==> config.mk <==
export PLATFORM = sky130hd
export DESIGN_NAME = axi_dc_dst_isolate
export DESIGN_NICKNAME = d
export VERILOG_FILES = /design/src/rtl/axi_dc_dst_isolate_pkg.sv /design/src/rtl/axi_dc_iso_cnt.sv /design/src/rtl/axi_dc_dst_isolate.sv
export SDC_FILE = /design/constraint.sdc
export NUM_CORES = 1
export LEC_CHECK = 0
export CORE_AREA = 2 2 143 145
export DETAILED_ROUTE_END_ITERATION = 7
export DIE_AREA = 0 0 145 147
export GPL_TIMING_DRIVEN = 0
export RECOVER_POWER = 50
export SYNTH_ARGS = -nofsm -noshare
export SYNTH_HDL_FRONTEND = slang
export SYNTH_SLANG_ARGS = --single-unit
==> constraint.sdc <==
create_clock -name clk_i -period 4.72 [get_ports clk_i]
set_input_delay 0.472 -clock clk_i [delete_from_list [all_inputs] [get_ports clk_i]]
set_output_delay 0.472 -clock clk_i [all_outputs]
set_load 0.02 [all_outputs]
==> src/rtl/axi_dc_dst_isolate_pkg.sv <==
// rtl/axi_dc_dst_isolate_pkg.sv - AXI channel and bundle types shared by the dst isolation slice
package axi_dc_dst_isolate_pkg;

  typedef struct packed {
    logic [3:0]  id;
    logic [31:0] addr;
    logic [7:0]  len;
  } axi_ax_t;

  typedef struct packed {
    logic [31:0] data;
    logic [3:0]  strb;
    logic        last;
  } axi_w_t;

  typedef struct packed {
    logic [3:0] id;
    logic [1:0] resp;
  } axi_b_t;

  typedef struct packed {
    logic [3:0]  id;
    logic [31:0] data;
    logic [1:0]  resp;
    logic        last;
  } axi_r_t;

  typedef struct packed {
    axi_ax_t aw;
    logic    aw_valid;
    axi_w_t  w;
    logic    w_valid;
    logic    b_ready;
    axi_ax_t ar;
    logic    ar_valid;
    logic    r_ready;
  } axi_req_t;

  typedef struct packed {
    logic    aw_ready;
    logic    ar_ready;
    logic    w_ready;
    axi_b_t  b;
    logic    b_valid;
    axi_r_t  r;
    logic    r_valid;
  } axi_resp_t;

endpackage

==> src/rtl/axi_dc_iso_cnt.sv <==
// rtl/axi_dc_iso_cnt.sv - outstanding-burst up/down counter with zero, full and next-empty flags
module axi_dc_iso_cnt #(
  parameter int unsigned MaxTxn = 8,
  parameter int unsigned CntW   = $clog2(MaxTxn + 1)
) (
  input  logic            clk,
  input  logic            rst_n,
  input  logic            inc,
  input  logic            dec,
  output logic [CntW-1:0] cnt,
  output logic            zero,
  output logic            full,
  output logic            drained
);

  logic [CntW-1:0] cnt_d;

  // Simultaneous increment and decrement cancel out
  always_comb begin
    cnt_d = cnt;
    if (inc && !dec) begin
      cnt_d = cnt + 1'b1;
    end else if (dec && !inc) begin
      cnt_d = cnt - 1'b1;
    end
  end

  // Count register
  always_ff @(posedge clk or negedge rst_n) begin
    if (!rst_n) begin
      cnt <= '0;
    end else begin
      cnt <= cnt_d;
    end
  end

  assign zero    = (cnt == '0);
  assign full    = (cnt == CntW'(MaxTxn));
  // Empty after this cycle's handshakes settle; lets the drain finish one cycle earlier
  assign drained = (cnt_d == '0);

endmodule

==> src/rtl/axi_dc_dst_isolate.sv <==
// rtl/axi_dc_dst_isolate.sv - drains and gates the dst side of the AXI CDC before freezing it
module axi_dc_dst_isolate
  import axi_dc_dst_isolate_pkg::*;
#(
  parameter int unsigned MaxTxn = 8,
  parameter type         req_t  = axi_req_t,
  parameter type         resp_t = axi_resp_t
) (
  input  logic  clk_i,
  input  logic  rst_ni,
  input  logic  isolate_req_i,
  output logic  isolated_o,
  output logic  isolate_o,
  input  req_t  slv_req_i,
  output resp_t slv_resp_o,
  output req_t  mst_req_o,
  input  resp_t mst_resp_i
);

  localparam int unsigned CntW = $clog2(MaxTxn + 1);

  localparam logic [1:0] StNormal   = 2'd0;
  localparam logic [1:0] StDrain    = 2'd1;
  localparam logic [1:0] StIsolated = 2'd2;

  logic [1:0]      state_q, state_d;
  logic            isolated_q;
  logic [CntW-1:0] wr_cnt, w_cnt, rd_cnt;
  logic            wr_zero, w_zero, rd_zero;
  logic            wr_full, w_full, rd_full;
  logic            wr_drained, w_drained, rd_drained;
  logic            aw_open, ar_open, w_open;
  logic            aw_hs, ar_hs, w_last_hs, b_hs, r_last_hs;

  // New bursts only start in NORMAL and while the tracking counter has room
  assign aw_open = (state_q == StNormal) && !wr_full;
  assign ar_open = (state_q == StNormal) && !rd_full;
  assign aw_hs   = slv_req_i.aw_valid && aw_open && mst_resp_i.aw_ready;
  assign ar_hs   = slv_req_i.ar_valid && ar_open && mst_resp_i.ar_ready;
  // W may lead its AW on the slave port; hold it until the burst is accounted for
  assign w_open    = !w_zero || aw_hs;
  assign w_last_hs = slv_req_i.w_valid && w_open && mst_resp_i.w_ready && slv_req_i.w.last;
  assign b_hs      = mst_resp_i.b_valid && slv_req_i.b_ready;
  assign r_last_hs = mst_resp_i.r_valid && slv_req_i.r_ready && mst_resp_i.r.last;

  // Payloads pass straight through; only handshake qualifiers are gated
  always_comb begin
    mst_req_o          = slv_req_i;
    mst_req_o.aw_valid = slv_req_i.aw_valid && aw_open;
    mst_req_o.ar_valid = slv_req_i.ar_valid && ar_open;
    mst_req_o.w_valid  = slv_req_i.w_valid && w_open;
    slv_resp_o          = mst_resp_i;
    slv_resp_o.aw_ready = mst_resp_i.aw_ready && aw_open;
    slv_resp_o.ar_ready = mst_resp_i.ar_ready && ar_open;
    slv_resp_o.w_ready  = mst_resp_i.w_ready && w_open;
  end

  axi_dc_iso_cnt #(.MaxTxn(MaxTxn), .CntW(CntW)) u_wr_cnt (
    .clk(clk_i), .rst_n(rst_ni), .inc(aw_hs), .dec(b_hs),
    .cnt(wr_cnt), .zero(wr_zero), .full(wr_full), .drained(wr_drained)
  );

  axi_dc_iso_cnt #(.MaxTxn(MaxTxn), .CntW(CntW)) u_w_cnt (
    .clk(clk_i), .rst_n(rst_ni), .inc(aw_hs), .dec(w_last_hs),
    .cnt(w_cnt), .zero(w_zero), .full(w_full), .drained(w_drained)
  );

  axi_dc_iso_cnt #(.MaxTxn(MaxTxn), .CntW(CntW)) u_rd_cnt (
    .clk(clk_i), .rst_n(rst_ni), .inc(ar_hs), .dec(r_last_hs),
    .cnt(rd_cnt), .zero(rd_zero), .full(rd_full), .drained(rd_drained)
  );

  // Request enters drain; drain completes once every direction is empty, a dropped request aborts
  always_comb begin
    state_d = state_q;
    case (state_q)
      StNormal:   if (isolate_req_i) state_d = StDrain;
      StDrain: begin
        if (!isolate_req_i) begin
          state_d = StNormal;
        end else if (wr_drained && w_drained && rd_drained) begin
          state_d = StIsolated;
        end
      end
      StIsolated: if (!isolate_req_i) state_d = StNormal;
      default:    state_d = StNormal;
    endcase
  end

  // State and registered isolation flag
  always_ff @(posedge clk_i or negedge rst_ni) begin
    if (!rst_ni) begin
      state_q    <= StNormal;
      isolated_q <= 1'b0;
    end else begin
      state_q    <= state_d;
      isolated_q <= (state_d == StIsolated);
    end
  end

  assign isolated_o = isolated_q;
  assign isolate_o  = isolated_q;

  // Upstream protocol violations the controller does not recover from
  assert property (@(posedge clk_i) disable iff (!rst_ni) !(b_hs && wr_zero));
  assert property (@(posedge clk_i) disable iff (!rst_ni) !(r_last_hs && rd_zero));
  assert property (@(posedge clk_i) disable iff (!rst_ni) !(aw_hs && wr_full && !b_hs));
  assert property (@(posedge clk_i) disable iff (!rst_ni) !(aw_hs && w_full && !w_last_hs));
  assert property (@(posedge clk_i) disable iff (!rst_ni) !(ar_hs && rd_full && !r_last_hs));
  assert property (@(posedge clk_i) disable iff (!rst_ni)
                   (w_cnt <= wr_cnt) && (rd_cnt <= CntW'(MaxTxn)));

endmodule

==> reports/results.ini <==
[status]
outcome=completed

[detailed_routing]
avgViaCountPerCell=3.169
num_vias=2396
antenna_left=0
wire_per_inst_um=11.20
dr.pass1.iters=4
drc=0
drt-initial-drc-count=59
drt-total-wl_mm=8.470

[logic_synthesis]
synth.distinct_cells=38
yosys_warnings=0
syn_nets=476
ys_seq_elements=15
synth.avg_cell_area_um2=8.343
seq_area_frac_synth_pct=15.73
synthArstFlopShare_pct=100.0
synth_area_mm2=0.002386
synth-edff-count=0
synthCells=286
synth_ff_type=dfrtp_1

[timing]
post-route-period-util_pct=60.71
tightestPinTransition_ns=0.6633
max-slew-margin-rel_pct=55.63
fin_skew_ns=0.001132
finalHoldViolCount=0
fmax_ghz=0.3490
setup_viol=0
min_period_ns=2.866
setup_tns_ns=0
slew_violations=0
layout_setup_ws_ns=1.854
rsz0062_at_grt=no

[global_route]
grt-ovfl-total=0
antenna_found_initial=0
grt_max_degree=16
grt_pass1_wl_mm=12.43
groute.usage.overall_pct=7.335
grt_pass1_vias=2322

[cts]
cts_tree=yes
postCtsSetupBuffers=0
clock_sinks=15
cts_buffers=3
h-tree-depth=1
postCtsHoldBufs=0
clkTransAtPathRegs_ns=0.05
ctsResizeCount=0
cts_root_buf=clkbuf_16
clk_latency_ns=0.24
cts_buffer_depth=2

[layout]
utilization_pct=24.02
areaGrowthSynthToFinish_pct=99.74
nets=677
antenna_cells=0
drive_gt1_share_pct=38.27
multi_input_area_um2=659.4
layout_commonest_cell=buf_4
final-seq-area_um2=375.4
final_cell_mix=buf_4 (176), clkdlybuf4s50_1 (104), dlygate4sd3_1 (92), dfrtp_1 (15), inv_1 (8)
fillCellCount=2172
design_area_mm2=0.004766

[placed_design]
gp_congestion=0.6983
pre_cts_ws_ns=1.938
placement.io_buffers=196
hpwl_mm=7.865
dpl_cell_area_mm2=0.004686

[floorplan]
dieArea_mm2=0.02132
io_pins=365
initial_utilization_pct=12.02
std_cell_rows=52
core_area_mm2=0.01984
die_w_um=145
die_y_um=147

[pwr]
powerDensity_mw_per_mm2=227.1
leakagePower_uw=0.002132
total_power_uw=1083
ir_worst_vdd_uv=96.38

[worst_setup_path]
cp_num_cells=6
max_stage_delay_ns=0.67
worst-path-max-fanout=8
cp.required_ns=4.25
r2r_cells=9
crit_path_end_kind=output port
arrival_ns=2.39
path_class=flip-flop to output port
r2r_setup_slack_ns=2.18
critPathSlowestCell=clkdlybuf4s50_1
path_delay_family=buffers and inverters
worst-path-buf-inv=2
start_kind=flip-flop
crit_chain=inv_1 > ha_1 > nand3b_1 > nand4_1 > a21boi_0 > clkdlybuf4s50_1

[hold_path]
hold_depth=1
hold_class=flip-flop to flip-flop

[job]
cap_violations=0

-- power breakdown --
| part | leakage, uW | switching [uW] | internal (uW) |
|---|---|---|---|
| logic | 0.00191 | 323 | 348 |
| clock network | 0.0000409 | 51.1 | 113 |
| registers | 0.000184 | 64.7 | 183 |
-- path summary, 6_finish.rpt --
path,start,endpoint
max,u_wr_cnt.cnt[1],slv_resp_o[47]
min,u_wr_cnt.cnt[2],u_wr_cnt.cnt[2]
max reg2reg,u_w_cnt.cnt[0],state_q[1]
min reg2reg,u_wr_cnt.cnt[2],u_wr_cnt.cnt[2]
max in group asynchronous,rst_ni,u_rd_cnt.cnt[0]
min in group asynchronous,rst_ni,u_w_cnt.cnt[1]
-- kinds of logic (layout without fill, tap and decap cells) --
group           after synthesis  count (layout)  share of synthesized area (%)
mux                           4               4                          1.678
compound gates               21              21                          6.870
flops                        15              15                          15.73
simple gates                 43              43                          10.96
fa+ha+maj                     8               8                          4.090
xor+xnor                     11              11                          4.038
buf+inv                     184             384                          56.63
-- per-stage QoR --
| stage | std cells | hold slack [ns] |
|---|---|---|
| after floorplan | 286 | 0.1764 |
| after global placement | 752 | 0.5173 |
| after detailed placement | 752 | 0.5153 |
| after CTS | 756 | 0.5310 |
| after global routing | 756 | 0.5642 |
| final | 756 | 0.5310 |
-- synthesized netlist by cell type, types with 3 or more instances --
library cell	n	area (um^2)
buf_4	176	1321
dfrtp_1	15	375.4
inv_1	8	30.03
ha_1	7	87.58
xnor2_1	7	61.31
and3_1	6	37.54
nand2_1	6	22.52
nand3_1	5	25.02
nand4_1	5	31.28
nor2_1	5	18.77
a21oi_1	4	20.02
mux2i_1	4	40.04
xor2_1	4	35.03
o22ai_1	3	18.77
-- flip-flops by register name, summed over array words and instances (netlist names) --
signal        flops
u_w_cnt.cnt       4
isolate_o         1
state_q           2
u_wr_cnt.cnt      4
u_rd_cnt.cnt      4
-- routing by layer --
metal	track usage [%]	vias to the layer above	share of wire (%)	wire length (um)
met5	0	-	0	0
met4	1.337	0	0.63	53
met3	3.385	4	12	980
met2	13.74	187	53	4464
met1	7.557	1035	35	2971
li1	-	1170	-	-
-- final cells by class --
class / count / share of cell area [%]
repair buffers: 196 / 41.17
plain buffers: 176 / 27.72
well taps: 270 / 7.088
clock inverters: 1 / 0.1050
clock buffers: 3 / 1.575
multi-input cells: 87 / 13.84
inverters: 8 / 0.6301
flip-flops and latches: 15 / 7.876
No activity file was read; power rests on OpenSTA's default activity.
